===== src/rtl/demux_dispatch_pkg.sv =====
// Shared types and helpers for the 1:4 stream dispatcher.
// Optional statistics build: define DEMUX_DISPATCH_STATS_EN.
package demux_dispatch_pkg;

    localparam int NUM_OUT = 4;
    localparam int SEL_W   = 2;

    typedef enum logic {
        IDLE,
        HOLD
    } state_t;

    function automatic logic [NUM_OUT-1:0] onehot4(input logic [SEL_W-1:0] sel);
        logic [NUM_OUT-1:0] r;
        r      = '0;
        r[sel] = 1'b1;
        return r;
    endfunction

endpackage


===== src/rtl/demux_dispatch_dec.sv =====
// 2->4 one-hot lane decoder with enable.
// All zeros when disabled so no lane sees a stray valid.
module demux_dec2_4
    import demux_dispatch_pkg::*;
(
    input  logic               i_en,
    input  logic [SEL_W-1:0]   i_sel,
    output logic [NUM_OUT-1:0] o_onehot
);

    // Decode the held destination into a one-hot lane valid.
    always_comb begin
        o_onehot = '0;
        if (i_en) begin
            o_onehot = onehot4(i_sel);
        end
    end

endmodule


===== src/rtl/demux_dispatch.sv =====
// Registered 1:4 stream dispatcher (directed or round-robin).
// Optional per-lane drain counters: define DEMUX_DISPATCH_STATS_EN.
module demux_dispatch
    import demux_dispatch_pkg::*;
#(
    parameter int DATA_W = 8
`ifdef DEMUX_DISPATCH_STATS_EN
    ,
    parameter int CNT_W  = 16
`endif
) (
    input  logic                     clk,
    input  logic                     rst,
    input  logic                     in_valid,
    input  logic [DATA_W-1:0]        in_data,
    output logic                     in_ready,
    input  logic                     mode,
    input  logic [SEL_W-1:0]         sel,
    output logic [NUM_OUT-1:0]       out_valid,
    output logic [DATA_W-1:0]        out_data,
    input  logic [NUM_OUT-1:0]       out_ready
`ifdef DEMUX_DISPATCH_STATS_EN
    ,
    output logic [NUM_OUT*CNT_W-1:0] stat_cnt
`endif
);

    state_t            r_state;
    logic [SEL_W-1:0]  r_dest;
    logic [SEL_W-1:0]  r_rr_ptr;
    logic [DATA_W-1:0] r_data;

    logic w_hold;
    logic w_drain;
    logic w_accept;

    // Only the selected lane's ready can free the register.
    assign w_hold   = (r_state == HOLD);
    assign w_drain  = w_hold && out_ready[r_dest];
    assign in_ready = !rst && (!w_hold || out_ready[r_dest]);
    assign w_accept = in_valid && in_ready;
    assign out_data = r_data;

    // Output register FSM: load on accept, empty on drain.
    always_ff @(posedge clk) begin
        if (rst) begin
            r_state  <= IDLE;
            r_dest   <= '0;
            r_rr_ptr <= '0;
            r_data   <= '0;
        end else if (w_accept) begin
            r_state <= HOLD;
            r_data  <= in_data;
            r_dest  <= mode ? r_rr_ptr : sel;
            if (mode) begin
                r_rr_ptr <= r_rr_ptr + 1'b1;
            end
        end else if (w_drain) begin
            r_state <= IDLE;
        end
    end

    demux_dec2_4 u_dec (
        .i_en     (w_hold),
        .i_sel    (r_dest),
        .o_onehot (out_valid)
    );

`ifdef DEMUX_DISPATCH_STATS_EN
    logic [CNT_W-1:0] r_cnt [NUM_OUT];

    // Saturating per-lane drain counters.
    always_ff @(posedge clk) begin
        if (rst) begin
            for (int k = 0; k < NUM_OUT; k++) begin
                r_cnt[k] <= '0;
            end
        end else begin
            for (int k = 0; k < NUM_OUT; k++) begin
                if (w_drain && r_dest == SEL_W'(k) && r_cnt[k] != '1) begin
                    r_cnt[k] <= r_cnt[k] + 1'b1;
                end
            end
        end
    end

    for (genvar g = 0; g < NUM_OUT; g++) begin : g_stat
        assign stat_cnt[g*CNT_W +: CNT_W] = r_cnt[g];
    end
`endif

endmodule


===== config.mk =====
export PLATFORM = sky130hd
export DESIGN_NAME = demux_dispatch
export DESIGN_NICKNAME = d
export VERILOG_FILES = /design/src/rtl/demux_dispatch_pkg.sv /design/src/rtl/demux_dispatch_dec.sv /design/src/rtl/demux_dispatch.sv
export SDC_FILE = /design/constraint.sdc
export NUM_CORES = 1
export LEC_CHECK = 0
export ABC_AREA = 1
export BUFFER_PORTS_ARGS = -buffer_cell sky130_fd_sc_hd__buf_2
export CAP_MARGIN = 0
export CORE_ASPECT_RATIO = 1.4
export CORE_MARGIN = 3
export CORE_UTILIZATION = 30
export CTS_CLUSTER_SIZE = 20
export DETAILED_ROUTE_END_ITERATION = 16
export PLACE_DENSITY_LB_ADDON = 0.3
export SETUP_SLACK_MARGIN = 0.2
export SYNTH_ARGS = -nofsm -noshare
export SYNTH_HDL_FRONTEND = slang
export SYNTH_SLANG_ARGS = --single-unit
export TNS_END_PERCENT = 50

===== constraint.sdc =====
create_clock -name clk -period 1.4 [get_ports clk]
set_clock_uncertainty 0.1 [all_clocks]
set_input_delay 0.07 -clock clk [delete_from_list [all_inputs] [get_ports clk]]
set_output_delay 0.07 -clock clk [all_outputs]
set_load 0.1 [all_outputs]

==> summary.md <==
| Metric | Value |
|---|---|
| Vias in the first global route | `755` |
| CP Capture Type | `primary output` |
| Die Wd | `45.0 um` |
| Htree depth | `1` |
| Seq/Total Area, Yosys | `0.407` |
| NumNets Final | `161` |
| Pwr dens | `895 nW/um^2` |
| First-pass GRT wire length | `3.17 mm` |
| Combinational share of power | `0.410` |
| TritonCTS buffer count | `3` |
| Rows | `19` |
| Leakage | `0.620 nW` |
| Clk_lat worst skew | `0.28 ns` |
| Violated checks | `negative setup slack` |
| P&R area growth vs syn | `91.6%` |
| Total Wirelength | `1.90 mm` |
| Antenna diodes | `0` |
| Hold WC Path Type | `in2reg` |
| Root Buffer | `clkbuf_4` |
| Status | `complete, but fails checks` |
| Initial Util | `0.320` |
| Vias | `784` |
| GPL Wtd Cong | `0.815` |
| Detailed placement HPWL | `1.21 mm` |
| Max Cap Violations | `0` |
| Clock tree buffer depth | `2` |
| DR DRC count | `0` |
| Fin crit period | `1.47 ns` |
| Non-Filler Instances | `163` |
| Die H | `60.6 um` |
| Worst-path fanout max | `4` |
| Critical Path Source Type | `flop` |
| Worst EP required | `around 1.2 ns` |
| Net Count, Synth | `105` |
| Critical path class | `reg2out` |
| Mean post-synth cell area | `about 7.3 sq um` |
| Remaining Overflow, GRT | `0` |
| Port bufs | `30` |
| Total track usage | `0.157` |
| Peak supply drop | `roughly 0.62 mV` |
| Worst-Margin Slew | `0.281 ns` |
| Slew Limit Fails | `0` |
| Final period util | `1.05` |
| DR pass1 iterations | `4` |
| Clock tree sinks | `13` |
| Placed cells | `between 100 and 150` |
| Share of layout cells above drive strength 1 | `0.465` |
| Final setup margin | `-0.0655 ns` |
| RSZ-0062 raised after global routing | `yes` |
| Clock share of power | `0.209` |
| Cell Area, Synth | `639 sq um` |
| Switching share of power | `0.395` |
| Part of the power in registers | `0.381` |
| CTS tree | `built` |
| Yosys reg bits | `13` |
| Antenna Nets Post-Route | `0` |
| Largest net degree at the start of global routing | `14` |
| Synth cell types | `20` |
| Synth warnings | `0` |
| Max Clk Rate | `~700 MHz` |
| Fill cells | `around 180` |
| Reg clk slew, reported paths | `0.08 ns` |
| Gate Count Post-Synth | `87` |
| Wire length per cell | `11.7 um` |
| Die footprint | `2730 sq um` |
| Ports | `31` |
| Final setup viols | `9` |
| NetSw | `0.433 mW` |
| Initial DRC count | `9` |
| Crit path DAT | `1.30 ns` |
| Final hold slack | `about 0.014 ns` |
| Rel. slew slack | `0.814` |
| Pint | `0.663 mW` |
| Pre-CTS setup slack | `0.0387 ns` |
| Antenna violations before repair | `0` |
| Area of the core | `2000 sq um` |
| Hold Fails Final Rpt | `0` |
| Drt via density | `4.81` |
| Power Total | `1.10 mW` |
placed cells by master (no fill, tap or decap), drive strengths merged:
cell type / instances
a21oi: 1
a31oi: 3
buf: 44
clkbuf: 4
dfxtp: 13
dlygate4sd3: 9
inv: 11
mux2i: 1
nand2: 25
nand3: 19
nand4: 3
nor2: 4
nor3: 4
o21ai: 1
power groups by stage:
stage	Combinational [mW]	Clock, mW	Sequential, mW
6_report	0.450	0.229	0.417
5_1_grt	0.476	0.263	0.420
4_1_cts	0.437	0.238	0.417
3_5_place_dp	0.375	0	0.424
3_3_place_gp	0.372	0	0.423
2_1_floorplan	0.143	0	0.556
sequential cells by signal, summed over array words and instances, names as in the netlist:
name	cells
r_dest	2
out_data	8
r_rr_ptr	2
r_state	1
Yosys cell counts, drive strengths merged:
library cell | instances | area share
clkbuf | 1 | 0.0059
nand4 | 3 | 0.029
buf | 2 | 0.023
o21ai | 1 | 0.0078
inv | 10 | 0.059
nand3 | 18 | 0.17
nor3 | 4 | 0.031
a21oi | 1 | 0.0078
mux2i | 1 | 0.016
nor2 | 4 | 0.023
dfxtp | 13 | 0.41
a31oi | 3 | 0.039
bufinv | 1 | 0.027
nand2 | 25 | 0.15
critical path, cell delays in order, from the launching register on:
cell and delay [ns]:
dfxtp_4 0.36, inv_4 0.06, nand2_2 0.04, nand2_2 0.08
nand2_4 0.06, a31oi_4 0.21, buf_12 0.20
final cells by class:
| cell class | count | area, sq um | share of cell area |
|---|---|---|---|
| clock buffer | 4 | 26.3 | 0.0215 |
| inverter | 11 | 51.3 | 0.0419 |
| multi-input combinational | 61 | 393 | 0.321 |
| sequential | 13 | 269 | 0.220 |
| tap | 21 | 26.3 | 0.0215 |
| timing repair buffer | 53 | 459 | 0.375 |
through the flow:
stage | cell area (sq um) | util | TNS, ns
after global placement | 981 | 0.491 | 0
after CTS | 1190 | 0.598 | -0.505
after floorplan | 703 | - | -3.21
final | 1220 | 0.613 | -0.281
after global routing | 1220 | 0.613 | -1.30
after detailed placement | 981 | 0.491 | 0
cells by family after synthesis:
group / after synthesis / share of synthesized area
simple gates: 54 / 0.407
buf+inv: 14 / 0.115
flops: 13 / 0.407
compound gates: 5 / 0.0548
mux: 1 / 0.0157
worst paths after layout:
kind                            slack, ns         from          end  depth (start not counted)
worst max-delay path                -0.07    r_dest[0]     in_ready                          6
worst min-delay path                 0.01          rst  r_rr_ptr[0]                          4
worst max register to register      -0.04    r_dest[0]  out_data[1]                         10
worst min register to register       0.37  out_data[0]  out_data[0]                          2
per-layer routing:
layer | vias up | part of all wire | track usage
li1 | 404 | - | -
met1 | 344 | 0.38 | 0.170
met5 | - | 0 | 0
met2 | 28 | 0.51 | 0.263
met3 | 8 | 0.062 | 0.0237
met4 | 0 | 0.040 | 0.126
what timing repair did:
item / CTS / global route
hold buffers: 9 / 0
gates cloned: 1 / 0
endpoints found under the hold margin: 9 / 0
pin swaps: 6 / 6
gates resized for setup: 18 / 2
setup buffers: 5 / 3
endpoints found under the setup margin: 26 / 18
Power figures use the tool's default switching activity.
